--- src/rtl/spi_slave_wr_decoder.sv ---
// SPI-slave write decoder: oversamples a mode-0 SPI link on clk_i and turns
// cmd/addr/data frames into valid/ready memory write requests. Optional macro: SPI_WR_AUTOINC_EN.
module spi_slave_wr_decoder #(
  parameter int unsigned SYNC_STAGES = 2,
  parameter int unsigned ADDR_WIDTH  = 32,
  parameter int unsigned DATA_WIDTH  = 32,
  parameter logic [7:0]  WRITE_CMD   = 8'h02
) (
  input  logic                  clk_i,
  input  logic                  rst_i,
  input  logic                  spi_sclk_i,
  input  logic                  spi_cs_i,
  input  logic                  spi_sdi0_i,
  output logic                  req_valid_o,
  input  logic                  req_ready_i,
  output logic [ADDR_WIDTH-1:0] req_addr_o,
  output logic [DATA_WIDTH-1:0] req_wdata_o,
  output logic                  cmd_err_o,
  output logic                  overrun_o,
  output logic                  busy_o
);

  typedef enum logic [2:0] {
    S_IDLE    = 3'd0,
    S_CMD     = 3'd1,
    S_ADDR    = 3'd2,
    S_DATA    = 3'd3,
    S_DISCARD = 3'd4
  } state_e;

  logic [SYNC_STAGES-1:0] sclk_sync_q;
  logic [SYNC_STAGES-1:0] cs_sync_q;
  logic [SYNC_STAGES-1:0] sdi_sync_q;
  logic                   sclk_prev_q;
  logic                   sclk_s;
  logic                   cs_s;
  logic                   sdi_s;
  logic                   sclk_rise;

  state_e                 state_q;
  logic [5:0]             cnt_q;
  logic [30:0]            shift_q;
  logic [31:0]            shift_d;
  logic                   field_done;
  logic [ADDR_WIDTH-1:0]  addr_q;
  logic [ADDR_WIDTH-1:0]  req_addr_q;
  logic [DATA_WIDTH-1:0]  req_wdata_q;
  logic                   req_valid_q;
  logic                   issue_q;
  logic                   cmd_err_q;
  logic                   overrun_q;

  always_ff @(posedge clk_i) begin
    if (rst_i) begin
      sclk_sync_q <= '0;
      cs_sync_q   <= '1;
      sdi_sync_q  <= '0;
      sclk_prev_q <= 1'b0;
    end else begin
      sclk_sync_q <= {sclk_sync_q[SYNC_STAGES-2:0], spi_sclk_i};
      cs_sync_q   <= {cs_sync_q[SYNC_STAGES-2:0], spi_cs_i};
      sdi_sync_q  <= {sdi_sync_q[SYNC_STAGES-2:0], spi_sdi0_i};
      sclk_prev_q <= sclk_sync_q[SYNC_STAGES-1];
    end
  end

  assign sclk_s     = sclk_sync_q[SYNC_STAGES-1];
  assign cs_s       = cs_sync_q[SYNC_STAGES-1];
  assign sdi_s      = sdi_sync_q[SYNC_STAGES-1];
  assign sclk_rise  = sclk_s & ~sclk_prev_q;
  assign shift_d    = {shift_q, sdi_s};
  assign field_done = (state_q == S_CMD) ? (cnt_q == 6'd7) : (cnt_q == 6'd31);

  // Requests are staged through issue_q so valid rises one cycle after the
  // last data bit is captured, with addr/data already stable.
  always_ff @(posedge clk_i) begin
    if (rst_i) begin
      state_q     <= S_IDLE;
      cnt_q       <= '0;
      shift_q     <= '0;
      addr_q      <= '0;
      req_addr_q  <= '0;
      req_wdata_q <= '0;
      req_valid_q <= 1'b0;
      issue_q     <= 1'b0;
      cmd_err_q   <= 1'b0;
      overrun_q   <= 1'b0;
    end else begin
      cmd_err_q <= 1'b0;
      overrun_q <= 1'b0;
      issue_q   <= 1'b0;

      if (issue_q) begin
        req_valid_q <= 1'b1;
      end else if (req_valid_q && req_ready_i) begin
        req_valid_q <= 1'b0;
      end

      case (state_q)
        S_IDLE: begin
          if (!cs_s) begin
            state_q <= S_CMD;
            cnt_q   <= '0;
          end
        end
        S_DISCARD: begin
          if (cs_s) state_q <= S_IDLE;
        end
        default: begin
          if (cs_s) begin
            state_q <= S_IDLE;
          end else if (sclk_rise) begin
            shift_q <= shift_d[30:0];
            cnt_q   <= cnt_q + 6'd1;
            if (field_done) begin
              cnt_q <= '0;
              if (state_q == S_CMD) begin
                if (shift_d[7:0] == WRITE_CMD) begin
                  state_q <= S_ADDR;
                end else begin
                  cmd_err_q <= 1'b1;
                  state_q   <= S_DISCARD;
                end
              end else if (state_q == S_ADDR) begin
                addr_q  <= shift_d;
                state_q <= S_DATA;
              end else begin
                if (req_valid_q) begin
                  overrun_q <= 1'b1;
                end else begin
                  req_addr_q  <= addr_q;
                  req_wdata_q <= shift_d;
                  issue_q     <= 1'b1;
                end
`ifdef SPI_WR_AUTOINC_EN
                addr_q <= addr_q + ADDR_WIDTH'(4);
`else
                state_q <= S_DISCARD;
`endif
              end
            end
          end
        end
      endcase
    end
  end

  assign req_valid_o = req_valid_q;
  assign req_addr_o  = req_addr_q;
  assign req_wdata_o = req_wdata_q;
  assign cmd_err_o   = cmd_err_q;
  assign overrun_o   = overrun_q;
  assign busy_o      = (state_q != S_IDLE) | req_valid_q;

endmodule
--- config.mk ---
export PLATFORM = sky130hd
export DESIGN_NAME = spi_slave_wr_decoder
export DESIGN_NICKNAME = d
export VERILOG_FILES = /design/src/rtl/spi_slave_wr_decoder.sv
export SDC_FILE = /design/constraint.sdc
export NUM_CORES = 1
export LEC_CHECK = 0
export CORE_MARGIN = 4
export CORE_UTILIZATION = 45
export CTS_CLUSTER_DIAMETER = 80
export CTS_CLUSTER_SIZE = 28
export DETAILED_ROUTE_END_ITERATION = 6
export PLACE_DENSITY = 0.67
export SLEW_MARGIN = 0
export SYNTH_ARGS = -nofsm -noshare
export SYNTH_HDL_FRONTEND = slang
export SYNTH_SLANG_ARGS = --single-unit
--- constraint.sdc ---
create_clock -name clk_i -period 2.3 [get_ports clk_i]
set_input_delay 0.46 -clock clk_i [delete_from_list [all_inputs] [get_ports clk_i]]
set_output_delay 0.46 -clock clk_i [all_outputs]
set_load 0.1 [all_outputs]
==> flow_summary.json <==
{
  "synth_top_cells_by_area": "sky130_fd_sc_hd__dfxtp_1, sky130_fd_sc_hd__nand2_1, sky130_fd_sc_hd__a21oi_1, sky130_fd_sc_hd__mux2i_1, sky130_fd_sc_hd__nor2_1",
  "cell_count_after_synthesis": 612,
  "reg2reg_slack_ns": 0.21,
  "yosys.cell_types.count": 38,
  "max_cap_violations": 0,
  "io_buffer_count": 73,
  "ys.flop_type": "sky130_fd_sc_hd__dfxtp_1",
  "largest_clock_skew_in_the_final_design_ns": 0.00642,
  "dieArea_sq_um": 13400,
  "tritoncts_num_sinks": 147,
  "synth-compound-area-share_pct": 10.5,
  "critPathCaptureType": "output port",
  "worstSetupPathType": "flip-flop to output port",
  "postLayoutCoreUtil_pct": 57.3,
  "grt_antenna_before_repair": 1,
  "setup_repair_after_global_routing_missed_its_margin": "no",
  "max-vdd-ir-drop_v": 0.000370,
  "outcome": "finished, final reports clean",
  "rows": 39,
  "hpwlAfterDp_um": 7310,
  "synth_top_area_share_pct": 56.3,
  "startpoint_type": "flip-flop",
  "syn_to_final_growth_pct": 25.0,
  "syn-num-nets": 619,
  "yosys_warnings": 0,
  "ioPinCount": 74,
  "clkLatencyLatePin_ns": 0.41,
  "fmax_mhz": 475,
  "path_cells": "nor3_1, nand2b_2, buf_4",
  "synthXorXnorAreaFrac_pct": 0.335,
  "effective_utilization_at_floorplan_pct": 45.8,
  "layout.nets": 687,
  "dp_worst_setup_slack_ns": 0.209,
  "power.combinational.fraction_pct": 1.4,
  "worst_pin_slew_ns": 0.661,
  "coreArea_sq_um": 11400,
  "crit_fanout": 7,
  "hp-class": "flip-flop to flip-flop",
  "post_drt_wl_per_cell_um": 13.3,
  "finalSetupViolCount": 0,
  "cts_post_setup_buffers_inserted": 0,
  "gp_routability_congestion": 0.846,
  "viasPerCell": 5.03,
  "worst_setup_slack_final_ns": 0.194,
  "max-slew-margin-rel_pct": 55.9,
  "hold_violations": 0,
  "cp.required_ns": 1.84,
  "p_sw_mw": 1.09,
  "detailroute.via_count": 4208,
  "max_stage_delay_ns": 0.50,
  "cts_max_level": 4,
  "number_of_nets_still_failing_antenna_checks_after_routing": 0,
  "internal_power_consumption_mw": 4.20,
  "post_cts_resized": 0,
  "power.static_leakage_nw": 2.37,
  "final.period_utilization_pct": 91.6,
  "grt-ovfl-total": 0,
  "final_layout_size_suffix_gt1_share_pct": 17.9,
  "die_h_um": 116,
  "layout_min_cycle_time_ns": 2.11,
  "grt_pass1_vias": 3995,
  "critPathTopFamily": "simple AND/OR/NAND/NOR gates",
  "clock_tree_from_tritoncts": "yes",
  "route.final.wire_length_um": 11100,
  "synth_sequential_area_ratio_pct": 56.3,
  "share_seq_of_total_power_pct": 48.3,
  "insertedDiodeCount": 0,
  "avgSynthCellArea_sq_um": 8.55,
  "cts.root.buffer_cell": "sky130_fd_sc_hd__clkbuf_16",
  "main_combinational_cell_family_by_area_after_synthesis": "simple AND/OR/NAND/NOR gates",
  "cts-buffers-inserted": 17,
  "tns_ns": 0,
  "drt_drc_violations_left": 0,
  "cts_hold_buf": 0,
  "ys_async_sr_fraction_pct": 0,
  "grt_start_max_net_pins": 68,
  "dieWidth_um": 116,
  "dr.first_iter.drc_count": 223,
  "sw_frac_of_total_pct": 20.6,
  "synth.mux.area_fraction_pct": 6.51,
  "clk_transition_reported_paths_ns": 0.06,
  "power_density_nw_per_um2": 810,
  "worst_path_max_delay_cell": "sky130_fd_sc_hd__nor3_1",
  "clockPowerShare_pct": 50.4,
  "post-synth-top-area-cell": "sky130_fd_sc_hd__dfxtp_1",
  "drt_pre_antenna_iters": 5,
  "synth-simple-area-share_pct": 22.2,
  "design_power_total_mw": 5.30,
  "grt_util_all_layers_pct": 17.7,
  "maxSlewViolCount": 0,
  "synth_adder_area_share_pct": 0.431,
  "grt_first_pass_wirelength_um": 19000,
  "cp_data_arrival_time_ns": 1.65,
  "cts_buffer_depth": 2,
  "post_synth_design_cell_area_sq_um": 5230,
  "synth-edff-count": 0,
  "worst_path_bufs_invs": 1,
  "synth-seq-cells": 147
}
path summary, 6_finish.rpt:
| path | startpoint | to | cells after the start |
|---|---|---|---|
| max | state_q[0] | busy_o | 3 |
| min | cs_sync_q[0] | cs_sync_q[1] | 1 |
| max reg2reg | state_q[0] | state_q[0] | 6 |
| min reg2reg | cs_sync_q[0] | cs_sync_q[1] | 1 |
cells in the mapped netlist, drive strengths merged, types with 2 or more instances:
cell	count
a21oi	98
a31oi	2
and2	2
buf	20
clkbuf	21
dfxtp	147
inv	3
mux2i	34
nand2	195
nand3	5
nand4	2
nor2	44
nor2b	5
nor3	6
nor3b	2
nor4	2
nor4b	3
or2	5
or4	2
xnor2	2
stage by stage:
stage	instance area (sq um)	cells	hold WS [ns]
after floorplan	5230	612	0.389
after global placement	5960	804	0.393
after detailed placement	5960	804	0.399
after CTS	6540	836	0.413
after global routing	6540	836	0.426
final	6540	836	0.410
power by group through the flow:
stage / combinational, mW / clock [mW] / sequential [mW]
after CTS: 0.0730 / 2.72 / 2.56
after floorplan: 0.0515 / 0 / 2.61
after global routing: 0.0793 / 2.84 / 2.56
after detailed placement: 0.0733 / 0 / 2.61
after global placement: 0.0720 / 0 / 2.61
final: 0.0719 / 2.67 / 2.56
cells by family (layout without fill, tap and decap cells):
group,count (synthesis),after routing
simple gates,277,277
flops,147,147
compound gates,106,106
buf+inv,44,125
mux,34,34
fa+ha+maj,2,2
xor+xnor,2,2
final cells by class:
type / count / area (sq um)
Clock buffer: 21 / 450
Clock inverter: 11 / 129
Fill cell: 1018 / 4880
Inverter: 3 / 11.3
Multi-Input combinational cell: 421 / 2100
Sequential cell: 147 / 2940
Tap cell: 143 / 179
Timing Repair Buffer: 90 / 723
flip-flops by register name, indices dropped and copies added, names as in the netlist, 2 cells and up:
name,count
req_addr_o,32
cnt_q,6
req_wdata_o,32
sdi_sync_q,2
shift_q,31
sclk_sync_q,2
cs_sync_q,2
state_q,3
addr_q,32
worst reg2reg max path: stages (launching register included):
cell	delay, ns
sky130_fd_sc_hd__dfxtp_1	0.41
sky130_fd_sc_hd__nor3b_2	0.30
sky130_fd_sc_hd__mux2i_1	0.14
sky130_fd_sc_hd__buf_4	0.17
sky130_fd_sc_hd__or2_2	0.38
sky130_fd_sc_hd__a21oi_1	0.40
sky130_fd_sc_hd__mux2i_1	0.22
metal layers:
| layer | vias to the layer above | routed length [um] | GRT usage (%) |
|---|---|---|---|
| met5 | - | 13 | 0 |
| met4 | 2 | 221 | 6.57 |
| met3 | 21 | 589 | 5.43 |
| met2 | 90 | 5120 | 27.3 |
| met1 | 1948 | 5180 | 23.3 |
| li1 | 2147 | - | - |
cell usage in the layout, fill, tap and decap left out, drive strengths merged, types with 2 or more instances in the layout:
master         count
nand2            195
dfxtp            147
a21oi             98
buf               86
nor2              44
mux2i             34
clkbuf            21
nor3               6
nand3              5
nor2b              5
or2                5
inv                5
clkinv             5
clkdlybuf4s50      4
nor4b              3
and2               2
nand4              2
a31oi              2
xnor2              2
bufinv             2
clkinvlp           2
nor3b              2
or4                2
nor4               2
Note: power is estimated with default switching activity, not from simulation.
